--- config.mk ---
export PLATFORM = sky130hd
export DESIGN_NAME = shift_result_queue
export DESIGN_NICKNAME = d
export VERILOG_FILES = /design/src/rtl/shift_pkg.sv /design/src/rtl/shift_result_queue_sync_fifo.sv /design/src/rtl/shift_result_queue.sv
export SDC_FILE = /design/constraint.sdc
export NUM_CORES = 1
export LEC_CHECK = 0
export BUFFER_PORTS_ARGS = -buffer_cell sky130_fd_sc_hd__clkbuf_2
export CELL_PAD_IN_SITES_DETAIL_PLACEMENT = 0
export CELL_PAD_IN_SITES_GLOBAL_PLACEMENT = 2
export CORE_MARGIN = 1.5
export CORE_UTILIZATION = 51
export DETAILED_ROUTE_END_ITERATION = 7
export PLACE_DENSITY_LB_ADDON = 0.1
export SLEW_MARGIN = 20
export SYNTH_ARGS = -nofsm -noshare
export SYNTH_HDL_FRONTEND = slang
export SYNTH_HIERARCHICAL = 1
export SYNTH_SLANG_ARGS = --single-unit
--- constraint.sdc ---
create_clock -name CLK -period 34.5 [get_ports CLK]
set_clock_uncertainty 0.05 [all_clocks]
set_input_delay 6.9 -clock CLK [delete_from_list [all_inputs] [get_ports CLK]]
set_output_delay 6.9 -clock CLK [all_outputs]
set_load 0.05 [all_outputs]
--- src/rtl/shift_pkg.sv ---
// Shared types for the shifter writeback queue: entry layout,
// operand size codes, WFLAGS bit positions and byte-enable decode.
package shift_pkg;

    localparam logic [1:0] SZ_8  = 2'b00;
    localparam logic [1:0] SZ_16 = 2'b01;
    localparam logic [1:0] SZ_32 = 2'b10;
    localparam logic [1:0] SZ_64 = 2'b11;

    localparam int FLAG_OVR  = 0;
    localparam int FLAG_ZERO = 1;
    localparam int FLAG_COUT = 2;
    localparam int FLAG_SIGN = 3;

    typedef struct packed {
        logic [63:0] data;
        logic [3:0]  dst;
        logic [1:0]  size;
        logic [3:0]  flags;
    } entry_t;

    localparam int ENTRY_W = $bits(entry_t);

    function automatic logic [7:0] size_to_be(input logic [1:0] sz);
        logic [7:0] be;
        case (sz)
            SZ_8:    be = 8'h01;
            SZ_16:   be = 8'h03;
            SZ_32:   be = 8'h0F;
            default: be = 8'hFF;
        endcase
        return be;
    endfunction

endpackage

--- src/rtl/shift_result_queue_sync_fifo.sv ---
// sync_fifo: power-of-two circular buffer; a push into a full
// queue is only accepted when a pop happens on the same edge.
module sync_fifo #(
    parameter int WIDTH = 8,
    parameter int DEPTH = 8
) (
    input  logic                     i_clk,
    input  logic                     i_rst,
    input  logic                     i_push,
    input  logic                     i_pop,
    input  logic [WIDTH-1:0]         i_wdata,
    output logic [WIDTH-1:0]         o_rdata,
    output logic [$clog2(DEPTH):0]   o_count,
    output logic                     o_full,
    output logic                     o_empty
);
    localparam int AW = $clog2(DEPTH);

    logic [WIDTH-1:0] r_mem [DEPTH];
    logic [AW-1:0]    r_wr;
    logic [AW-1:0]    r_rd;
    logic [AW:0]      r_cnt;
    logic             w_do_push;
    logic             w_do_pop;

    assign o_empty   = (r_cnt == '0);
    assign o_full    = (r_cnt == (AW+1)'(DEPTH));
    assign o_count   = r_cnt;
    assign o_rdata   = r_mem[r_rd];
    assign w_do_pop  = i_pop & ~o_empty;
    assign w_do_push = i_push & (~o_full | w_do_pop);

    // Storage write at the tail; contents need no reset.
    always_ff @(posedge i_clk) begin
        if (w_do_push) r_mem[r_wr] <= i_wdata;
    end

    // Pointers wrap naturally since DEPTH is a power of two.
    always_ff @(posedge i_clk) begin
        if (i_rst) begin
            r_wr  <= '0;
            r_rd  <= '0;
            r_cnt <= '0;
        end else begin
            if (w_do_push) r_wr <= r_wr + 1'b1;
            if (w_do_pop)  r_rd <= r_rd + 1'b1;
            r_cnt <= r_cnt + (AW+1)'(w_do_push) - (AW+1)'(w_do_pop);
        end
    end

endmodule

--- src/rtl/shift_result_queue.sv ---
// Writeback queue behind the 64-bit shifter. Optional same-cycle
// bypass of an empty queue is enabled by SHIFT_RESULT_BYPASS_EN.
module shift_result_queue
    import shift_pkg::*;
#(
    parameter int DEPTH = 8,
    parameter int SKID  = 4
) (
    input  logic                   CLK,
    input  logic                   RESET,
    input  logic                   RDY,
    input  logic [63:0]            R,
    input  logic [3:0]             DSTo,
    input  logic [1:0]             SR,
    input  logic                   OVR,
    input  logic                   ZERO,
    input  logic                   COUT,
    input  logic                   SIGN,
    output logic                   WREQ,
    input  logic                   WACK,
    output logic [63:0]            WDATA,
    output logic [3:0]             WDST,
    output logic [7:0]             WBE,
    output logic [3:0]             WFLAGS,
    output logic                   ISSUE_STALL,
    output logic [$clog2(DEPTH):0] COUNT,
    output logic                   OVF_ERR
);
    localparam int CW = $clog2(DEPTH) + 1;

    entry_t w_in;
    entry_t w_head;
    entry_t w_out;
    logic   w_full;
    logic   w_empty;
    logic   w_push;
    logic   w_pop;
    logic   w_byp;
    logic   w_byp_take;
    logic   r_ovf;

    assign w_in.data             = R;
    assign w_in.dst              = DSTo;
    assign w_in.size             = SR;
    assign w_in.flags[FLAG_OVR]  = OVR;
    assign w_in.flags[FLAG_ZERO] = ZERO;
    assign w_in.flags[FLAG_COUT] = COUT;
    assign w_in.flags[FLAG_SIGN] = SIGN;

`ifdef SHIFT_RESULT_BYPASS_EN
    assign w_byp = w_empty & RDY;
`else
    assign w_byp = 1'b0;
`endif

    // A bypassed result acknowledged in the same cycle is never stored.
    assign w_byp_take = w_byp & WACK;
    assign w_pop      = WACK & ~w_empty;
    assign w_push     = RDY & ~w_byp_take & (~w_full | w_pop);

    sync_fifo #(
        .WIDTH (ENTRY_W),
        .DEPTH (DEPTH)
    ) u_fifo (
        .i_clk   (CLK),
        .i_rst   (RESET),
        .i_push  (w_push),
        .i_pop   (w_pop),
        .i_wdata (w_in),
        .o_rdata (w_head),
        .o_count (COUNT),
        .o_full  (w_full),
        .o_empty (w_empty)
    );

    // Head fields are forced to zero while idle so reset state is clean
    // without clearing the storage array.
    assign w_out       = w_byp ? w_in : w_head;
    assign WREQ        = ~w_empty | w_byp;
    assign WDATA       = WREQ ? w_out.data  : '0;
    assign WDST        = WREQ ? w_out.dst   : '0;
    assign WFLAGS      = WREQ ? w_out.flags : '0;
    assign WBE         = WREQ ? size_to_be(w_out.size) : '0;
    assign ISSUE_STALL = (COUNT >= CW'(DEPTH - SKID));
    assign OVF_ERR     = r_ovf;

    // Sticky overflow: a result arrived with no room and no pop to free one.
    always_ff @(posedge CLK) begin
        if (RESET) r_ovf <= 1'b0;
        else if (RDY & w_full & ~w_pop) r_ovf <= 1'b1;
    end

endmodule
==> flow_summary.json <==
{
  "status": "completed",
  "async_reset_ff_frac": 0,
  "avgSynthCellArea_um2": 22.6,
  "final_common_cell": "edfxtp_1",
  "first_global_vias": 11193,
  "dp_cells": 1773,
  "worst_slack_ns": 23.85,
  "mostFrequentLayoutCells": "edfxtp_1 (592), clkbuf_2 (164), mux4_2 (148)",
  "cp-start-kind": "register",
  "multiInputGateArea_mm2": 0.00519,
  "post-place-ws_ns": 24.39,
  "tritoncts": "built",
  "die_h_um": 218,
  "end_kind": "output pin",
  "switching_share": 0.354,
  "synth_edf_count": 592,
  "htree_num_levels": 2,
  "crit_required_ns": 27.55,
  "synth_top_area_share": 0.752,
  "min_path_type": "register to register",
  "synth_seq_cells": 606,
  "finalPower_mw": 2.25,
  "nNetsFinal": 1322,
  "yosysUniqueCellTypes": 39,
  "yosysSeqAreaShare": 0.764,
  "power_density_mw_per_mm2": 83.4,
  "fin_crit_ns": 10.65,
  "grt.overflow.total": 0,
  "grt_max_degree": 114,
  "p_leak_nw": 8.63,
  "postRouteAntennaNets": 0,
  "ys_top_cells_by_area": "edfxtp_1 (75%), mux4_2 (14%), mux2_2 (3.6%), nor2b_1 (2.1%), dfxtp_1 (1.2%)",
  "antenna_found_initial": 3,
  "place_congestion": 0.691,
  "dp_hpwl_mm": 24.1,
  "ir_drop_uv": 57.2,
  "path_clk_slew_ns": 0.06,
  "fp-row-count": 78,
  "max_cap_violations": 0,
  "fin_crit_sh": 0.309,
  "synth_top_area_cell": "edfxtp_1",
  "cts_made_buffers": 61,
  "hold_buffers": 0,
  "core_mm2": 0.0456,
  "grt_first_pass_wirelength_mm": 70.2,
  "die_x_um": 218,
  "final-setup-viol-count": 0,
  "clock_latency_ns": 0.61,
  "syn_to_final_growth_pct": 13.9,
  "drt_iter0_drc": 811,
  "finalHoldViolCount": 0,
  "dr_total_vias": 10736,
  "ios": 165,
  "yosys_most_used_dff": "edfxtp_1",
  "nFillCells": 3323,
  "via_per_inst": 5.69,
  "synth_cells": 1045,
  "cp.arrival_ns": 3.70,
  "synth_area_mm2": 0.0236,
  "post_cts_buffers": 0,
  "crit_fanout": 113,
  "wl_per_cell_um": 25.0,
  "die_area_mm2": 0.0476,
  "drive_above_1_share": 0.395,
  "yosysWarnings": 6,
  "power_frac_clock": 0.275,
  "p_sw_mw": 0.794,
  "layoutNonFillerInstCount": 1886,
  "worstSetupPathType": "register to output pin",
  "drt-total-wl_mm": 47.2,
  "drc": 0,
  "root_buffer": "clkbuf_16",
  "final_util": 0.591,
  "syn-num-nets": 1131,
  "rsz0062_at_grt": "false",
  "combPwrFrac": 0.314,
  "start_util": 0.519,
  "first_pass_iters": 5,
  "pwr-share-seq": 0.411,
  "grtUsageTotal": 0.203,
  "max_freq_mhz": 93.9,
  "cts_sinks": 606,
  "p_int_mw": 1.45,
  "tightest_slew_ns": 1.11,
  "setup_tns_ns": 0,
  "seq_area_mm2": 0.0181,
  "drv_slew": 0,
  "portBuffers": 164,
  "cts_resized": 0,
  "cts_max_path_buffers": 3,
  "maxSlewHeadroom": 0.262
}
## power groups by stage
| stage | Combinational, mW | Clock (mW) | Sequential (mW) |
|---|---|---|---|
| CTS | 0.719 | 0.634 | 0.924 |
| global placement | 0.717 | 0 | 0.935 |
| detailed placement | 0.717 | 0 | 0.939 |
| finish | 0.705 | 0.618 | 0.922 |
| floorplan | 0.550 | 0 | 0.938 |
| global route | 0.745 | 0.662 | 0.929 |
## critical path, stage by stage, from the launching register on
cell and delay [ns]:
dfxtp_4 0.87, buf_12 0.70, mux4_2 0.61, mux2_2 0.27
nor2b_1 0.15, clkbuf_2 0.29
## layer usage
layer	track usage	vias up	routed length, µm
met3	0.0413	74	2400
met2	0.326	250	23200
li1	-	4704	-
met5	0	-	17
met4	0.0515	2	874
met1	0.287	5706	20700
## cell usage after synthesis (all sizes together), types with 2 or more instances
master,count
mux2i,2
ha,7
nor3b,4
nand2b,3
clkbuf,20
nor4,2
buf,39
dfxtp,14
o21ai,2
nand2,9
nor2b,78
nor2,10
edfxtp,592
nor3,4
a21oi,4
nand4,2
mux4,148
mux2,76
nand3,4
inv,9
## kinds of logic (layout without fill, tap and decap cells)
kind of cell / Yosys count / after routing / synth area share
AO/OA/AOI/OAI: 12 / 12 / 0.00334
other: 0 / 2 / 0
XOR/XNOR: 1 / 1 / 0.000371
buffers and inverters: 68 / 307 / 0.0184
adder cells (fa/ha/maj): 8 / 8 / 0.00455
multiplexers: 226 / 226 / 0.178
AND/OR/NAND/NOR: 124 / 124 / 0.0312
flip-flops: 606 / 606 / 0.764
## registers in the layout, summed over array words and instances, names as in the netlist, named ones only
signal	flops
u_fifo/r_rd	3
OVF_ERR	1
u_fifo/o_count	4
u_fifo/r_mem	592
u_fifo/r_wr	3
## stage by stage
step                instance area (µm²)  hold WS (ns)
floorplan                         23600         0.404
global placement                  25100         0.411
detailed placement                25100         0.425
CTS                               26900         0.442
global route                      26900         0.473
finish                            26900         0.436
## area by class of cell
cell class,instances,area share
multi-input combinational,371,0.193
inverter,9,0.00125
sequential,606,0.671
clock buffer,74,0.0601
timing repair buffer,187,0.0374
tap,600,0.0279
antenna,2,0.000186
clock inverter,37,0.00916
## path summary, 6_finish.rpt
check | slack, ns | cells after the start | start | end
worst max-delay path | 23.85 | 5 | register | WDATA[27]
worst min register to register | 0.44 | 2 | OVF_ERR$_SDFFE_PP0P_ | OVF_ERR$_SDFFE_PP0P_
worst max register to register | 30.01 | 11 | u_fifo/o_count[2]$_SDFF_PP0_ | u_fifo/r_mem[1][44]$_DFFE_PP_
worst min-delay path | 0.44 | 2 | OVF_ERR$_SDFFE_PP0P_ | OVF_ERR$_SDFFE_PP0P_
Power figures use the tool's default switching activity.
